===== src/rtl/regfile_wr_demux_if.sv =====
// Write/read bundle of the register file: writeback request, pipeline controls,
// two combinational read ports and the commit observation signals.
interface regfile_wr_demux_if #(
  parameter int DATA_W = 64,
  parameter int NREG   = 32
);
  logic              wr_en;
  logic [4:0]        wr_addr;
  logic [DATA_W-1:0] wr_data;
  logic              stall;
  logic              flush;
  logic [4:0]        rd_addr0;
  logic [4:0]        rd_addr1;
  logic [DATA_W-1:0] rd_data0;
  logic [DATA_W-1:0] rd_data1;
  logic [NREG-1:0]   wr_sel;
  logic              pend_valid;

  modport master (
    output wr_en, wr_addr, wr_data, stall, flush, rd_addr0, rd_addr1,
    input  rd_data0, rd_data1, wr_sel, pend_valid
  );

  modport slave (
    input  wr_en, wr_addr, wr_data, stall, flush, rd_addr0, rd_addr1,
    output rd_data0, rd_data1, wr_sel, pend_valid
  );
endinterface


===== src/rtl/regfile_wr_demux.sv =====
// Register file with one write staging entry: a write commits one edge after capture, reads bypass the staged entry.
// stall freezes the staging entry without committing; flush drops it (flush beats stall); register 31 reads zero.
module regfile_wr_demux #(
  parameter int DATA_W = 64,
  parameter int NREG   = 32
) (
  input logic               clk,
  input logic               reset,
  regfile_wr_demux_if.slave bus
);
  localparam logic [4:0] ZR = 5'd31;

  logic [DATA_W-1:0] regs [NREG];
  logic              pend_valid;
  logic [4:0]        pend_addr;
  logic [DATA_W-1:0] pend_data;
  logic [NREG-1:0]   commit_sel;

  always_ff @(posedge clk or negedge reset) begin
    if (!reset) begin
      for (int i = 0; i < NREG; i++) regs[i] <= '0;
      pend_valid <= 1'b0;
      pend_addr  <= '0;
      pend_data  <= '0;
      commit_sel <= '0;
    end else begin
      commit_sel <= '0;
      if (bus.flush) begin
        pend_valid <= 1'b0;
      end else if (!bus.stall) begin
        // The guard on ZR is defensive: a staged entry never carries address 31.
        if (pend_valid && pend_addr != ZR) begin
          regs[pend_addr] <= pend_data;
          commit_sel      <= {{(NREG-1){1'b0}}, 1'b1} << pend_addr;
        end
        pend_valid <= bus.wr_en && (bus.wr_addr != ZR);
        pend_addr  <= bus.wr_addr;
        pend_data  <= bus.wr_data;
      end
    end
  end

  function automatic logic [DATA_W-1:0] rd_mux(input logic [4:0] a);
    if (a == ZR)                      return '0;
    if (pend_valid && pend_addr == a) return pend_data;
    return regs[a];
  endfunction

  assign bus.rd_data0   = rd_mux(bus.rd_addr0);
  assign bus.rd_data1   = rd_mux(bus.rd_addr1);
  assign bus.wr_sel     = commit_sel;
  assign bus.pend_valid = pend_valid;

  a_sel_onehot0 : assert property (@(posedge clk) disable iff (!reset) $onehot0(commit_sel));
endmodule


===== src/flat_wrapper.sv =====
// flat-port wrapper written by rule: the top's interface ports become plain ports
module regfile_wr_demux_flat 
#(
  parameter int DATA_W = 64,
  parameter int NREG   = 32
)
  (clk, reset, bus_wr_en, bus_wr_addr, bus_wr_data, bus_stall, bus_flush, bus_rd_addr0, bus_rd_addr1, bus_rd_data0, bus_rd_data1, bus_wr_sel, bus_pend_valid);
  regfile_wr_demux_if #(.DATA_W(DATA_W), .NREG(NREG)) bus_i ();
  input logic clk;
  input logic reset;
  input wire logic [$bits(bus_i.wr_en)-1:0] bus_wr_en;
  input wire logic [$bits(bus_i.wr_addr)-1:0] bus_wr_addr;
  input wire logic [$bits(bus_i.wr_data)-1:0] bus_wr_data;
  input wire logic [$bits(bus_i.stall)-1:0] bus_stall;
  input wire logic [$bits(bus_i.flush)-1:0] bus_flush;
  input wire logic [$bits(bus_i.rd_addr0)-1:0] bus_rd_addr0;
  input wire logic [$bits(bus_i.rd_addr1)-1:0] bus_rd_addr1;
  output wire logic [$bits(bus_i.rd_data0)-1:0] bus_rd_data0;
  output wire logic [$bits(bus_i.rd_data1)-1:0] bus_rd_data1;
  output wire logic [$bits(bus_i.wr_sel)-1:0] bus_wr_sel;
  output wire logic [$bits(bus_i.pend_valid)-1:0] bus_pend_valid;
  assign bus_i.wr_en = bus_wr_en;
  assign bus_i.wr_addr = bus_wr_addr;
  assign bus_i.wr_data = bus_wr_data;
  assign bus_i.stall = bus_stall;
  assign bus_i.flush = bus_flush;
  assign bus_i.rd_addr0 = bus_rd_addr0;
  assign bus_i.rd_addr1 = bus_rd_addr1;
  assign bus_rd_data0 = bus_i.rd_data0;
  assign bus_rd_data1 = bus_i.rd_data1;
  assign bus_wr_sel = bus_i.wr_sel;
  assign bus_pend_valid = bus_i.pend_valid;
  regfile_wr_demux #(.DATA_W(DATA_W), .NREG(NREG)) u_core (.clk(clk), .reset(reset), .bus(bus_i));
endmodule

===== config.mk =====
export PLATFORM = sky130hd
export DESIGN_NAME = regfile_wr_demux_flat
export DESIGN_NICKNAME = d
export VERILOG_FILES = /design/src/rtl/regfile_wr_demux_if.sv /design/src/rtl/regfile_wr_demux.sv /design/src/flat_wrapper.sv
export SDC_FILE = /design/constraint.sdc
export NUM_CORES = 2
export LEC_CHECK = 0
export CAP_MARGIN = 20
export CORE_ASPECT_RATIO = 0.9
export CORE_MARGIN = 2
export CORE_UTILIZATION = 60
export DETAILED_ROUTE_END_ITERATION = 12
export GPL_TIMING_DRIVEN = 1
export PLACE_DENSITY = 0.79
export SLEW_MARGIN = 25
export SYNTH_ARGS = -nofsm -noshare
export SYNTH_HDL_FRONTEND = slang
export SYNTH_SLANG_ARGS = --single-unit

===== constraint.sdc =====
create_clock -name clk -period 3.5 [get_ports clk]
set_input_delay 0.525 -clock clk [delete_from_list [all_inputs] [get_ports clk]]
set_output_delay 0.525 -clock clk [all_outputs]
set_load 0.05 [all_outputs]

==> results by group <==
Run
  – Number of max-cap violations: 0

Power
  – Sequential cell fraction of total power: approximately 45%
  – Internal power component: roughly 45000 uW
  – Switching power as a share of total power: about 27%
  – Pwr Total: 61560 uW
  – Part of the power in combinational logic: 14.9%
  – Cell area power density: 465.8 nW/um2
  – Maximum resistive drop on vdd: between 600 and 700 uV
  – Clock Power Share: around two fifths
  – Leakage: ~0.06 uW
  – Net switching power figure: 16490 uW

Synthesis
  – Count of flip-flops with a built-in enable after synthesis: 0
  – Area share of the largest cell type after synthesis: 47.92%
  – Share of synthesized registers carrying an async set or reset: between 90% and 100%
  – Sequential cell area fraction in the yosys report: 47.92%
  – Cell types occupying the most area after synthesis: sky130_fd_sc_hd__dfrtp_1, sky130_fd_sc_hd__mux4_2, sky130_fd_sc_hd__mux2_2
  – Unique masters post-synth: 45
  – Average cell area after synthesis: 15.38 um2
  – Top FF cell, synth: sky130_fd_sc_hd__dfrtp_1
  – Cell type contributing the most total cell area after synthesis: sky130_fd_sc_hd__dfrtp_1
  – Synthesized cell area: between 100000 and 150000 um2
  – Post-Syn Instances: around 7300
  – Flip-flop and latch count after synthesis: 2150
  – Synthesis warning total: 0
  – Net count after synthesis: 7385

STA
  – Number of hold-slack violations in the final timing report: 0
  – Final setup vio count: 128
  – Worst slew slack as a fraction of its limit: between 30% and 40%
  – Smallest hold slack: roughly 260 ps
  – Max-slew violation count: 0
  – Time the final worst path needs with I/O delays and setup: 3915 ps
  – Final setup margin: -415.0 ps
  – Setup repair after global routing missed its margin: yes
  – Worst Clk Skew: 27.57 ps
  – Fmax achieved: roughly 260 MHz
  – Total Neg Setup Slack: -34630 ps
  – Period utilisation layout: 111.9%
  – Slew @ Worst Pin: a little over 1000 ps

Floorplan
  – Full die area: around 190000 um2
  – DIE WIDTH: between 400 and 500 um
  – Effective utilization at floorplan: 60.42%
  – Number of primary I/O pins: 245
  – Die Ht: roughly 410 um
  – Floorplan core area: between 150000 and 200000 um2
  – Floorplan row count: 150

Route
  – Initial DRT Pass Iterations: 8
  – Vias per Instance: about 7.4
  – Drc violations: 0
  – Detail Route Antenna Nets: 0
  – Count of routing violations after the opening detailed-route iteration: a little over 9000
  – Via count: 74453
  – DR WL/cell: about 34 um
  – Total Wirelength: around 350000 um

CTS
  – Clock Sinks: around 2200
  – CTS H-tree lvls: 4
  – Worst-case clock buffer depth: 3
  – Clock buffer count from CTS: ~220
  – Latest clock arrival within the worst-skew pair: 880 ps
  – TritonCTS clock tree: built
  – Clock root cell: sky130_fd_sc_hd__clkbuf_16
  – Register clock-pin slew on the reported worst setup and hold paths: ~60 ps

Worst setup path
  – Timing endpoint of the critical path: bus_rd_data0[11]
  – Arrival time at the worst endpoint: 3390 ps
  – Critical path data required time: between 2000 and 3000 ps
  – R2r startpoint: u_core.pend_addr[0]
  – Highest net fanout along the worst path: 4
  – Crit path from: u_core.pend_addr[0]
  – Worst r2r path cells: 7
  – Capture instance of the worst register-to-register path: u_core.regs[217]
  – Reg2Reg Setup Slack: slightly below 800 ps
  – Startpoint kind of the worst setup timing path: flip-flop
  – Worst setup EP type: output pin
  – Critical Setup Path Class: reg2out

Layout
  – Fraction of final layout cells with drive strength greater than 1: 58.49%
  – Most common cell after layout, fill and taps aside: sky130_fd_sc_hd__dfrtp_1
  – Area growth from synthesis to final layout: 17.71%
  – Post-route design area: roughly 130000 um2
  – # nets final: between 7000 and 8000
  – Top library cells by usage in the layout, fill and taps aside: sky130_fd_sc_hd__dfrtp_1, sky130_fd_sc_hd__mux2_2, sky130_fd_sc_hd__mux4_2, sky130_fd_sc_hd__buf_4, sky130_fd_sc_hd__buf_12
  – Fillers: about 11000

Placed design
  – Cell area reported after detailed placement: between 100000 and 150000 um2
  – Final weighted congestion in routability-driven placement: around 0.89
  – Number of port buffers: 244
  – Detailed placement HPWL: roughly 210000 um

Outcome
  – Violated checks: setup timing
  – Run status: finished, violations left

GRT
  – Maximum number of pins on one net before global-route repair: around 130
  – Initial antenna violation count: 4
  – Number of global-route vias before repair: just under 80000
  – GRT Residual Overflow: 0
  – Tot GR Track Use: a little over a third
  – First-pass GRT wire length: 514900 um

Hold path
  – Class of the most critical hold timing path: in2reg
-- critical path, cell delays in order (launching register included) --
cell	delay [ps]
sky130_fd_sc_hd__dfrtp_2	530
sky130_fd_sc_hd__xnor2_4	320
sky130_fd_sc_hd__nand4_4	190
sky130_fd_sc_hd__o21ai_4	240
sky130_fd_sc_hd__buf_12	180
sky130_fd_sc_hd__buf_6	110
sky130_fd_sc_hd__buf_12	120
sky130_fd_sc_hd__nor2_4	50
sky130_fd_sc_hd__nor4_4	420
sky130_fd_sc_hd__buf_4	210
sky130_fd_sc_hd__buf_12	130
-- sequential cells by signal, summed over array words and instances, names as in the netlist --
signal and cells:
u_core.bus.pend_valid 1, u_core.bus.wr_sel 32, u_core.pend_addr 5, u_core.pend_data 64
u_core.regs 2048
-- Yosys cell counts, drive strengths merged (4+ instances only) --
| cell | instances |
|---|---|
| o22ai | 321 |
| nor2 | 335 |
| nor4 | 61 |
| xnor2 | 9 |
| nand2 | 30 |
| nand3 | 8 |
| mux4 | 1088 |
| mux2i | 191 |
| or2 | 4 |
| buf | 444 |
| clkbuf | 424 |
| o21ai | 74 |
| nand2b | 5 |
| inv | 17 |
| nor3 | 70 |
| mux2 | 2045 |
| or3 | 5 |
| dfrtp | 2150 |
-- how the worst min path moves through the flow --
stage / depth (start not counted) / slack [ps] / endpoint / from
after global routing: 2 / 260 / u_core.pend_data[21] / bus_wr_data[21]
after CTS: 2 / 230 / u_core.pend_data[35] / bus_wr_data[35]
after floorplan: 0 / 230 / u_core.bus.pend_valid / reset
after detailed placement: 0 / 380 / u_core.regs[58] / u_core.regs[58]
final: 2 / 260 / u_core.pend_data[35] / bus_wr_data[35]
after global placement: 0 / 380 / u_core.regs[5] / u_core.regs[5]
-- cell families (layout without fill, tap and decap cells) --
kind of cell           Yosys count  in the layout  share of synthesized area, %
multiplexers                  3324           3324                         44.04
flip-flops                    2150           2150                         47.92
buffers and inverters          886           1263                         3.612
AND/OR/NAND/NOR                528            528                         2.174
AO/OA/AOI/OAI                  402            402                         2.171
XOR/XNOR                        10             10                       0.07802
other                            1              8                      0.003340
-- routing by layer --
metal	track usage, %	part of all wire (%)
met5	0	0
met3	8.621	10
met4	20.95	6.5
met1	48.70	37
met2	55.60	47
-- through the flow --
step	util, %	cells	setup slack, ps
floorplan	-	7301	95.22
global placement	65.46	9618	-354.3
detailed placement	65.46	9618	-336.9
CTS	70.63	10079	-412.3
global route	71.12	10115	-384.6
finish	71.13	10117	-415.0
-- cell type report --
| cell class | instances | area [um2] | area share, % |
|---|---|---|---|
| diodes | 7 | 17.52 | 0.01325 |
| clock buffers | 313 | 6386 | 4.832 |
| clock inverters | 87 | 1121 | 0.8483 |
| inverters | 18 | 67.56 | 0.05113 |
| multi-input cells | 4265 | 56300 | 42.60 |
| flip-flops and latches | 2150 | 53810 | 40.71 |
| well taps | 2432 | 3043 | 2.303 |
| repair buffers | 845 | 11410 | 8.636 |
-- repair_timing --
item                                   CTS  global route
gates resized for setup                296           120
hold buffers                             1             0
setup endpoints to repair              128           128
endpoints found under the hold margin   48             0
pin swaps                               75            73
cloned                                  12             3
buffers inserted                        49            32
-- power by group through the flow --
stage          logic [uW]  registers (uW)  clock network [uW]
6_report             9200           27700               24700
5_1_grt              9650           27800               25800
4_1_cts              9020           27600               24700
3_5_place_dp         8630           28000                   0
3_3_place_gp         8430           27900                   0
2_1_floorplan        5610           27500                   0
No activity file was read; power rests on OpenSTA's default activity.
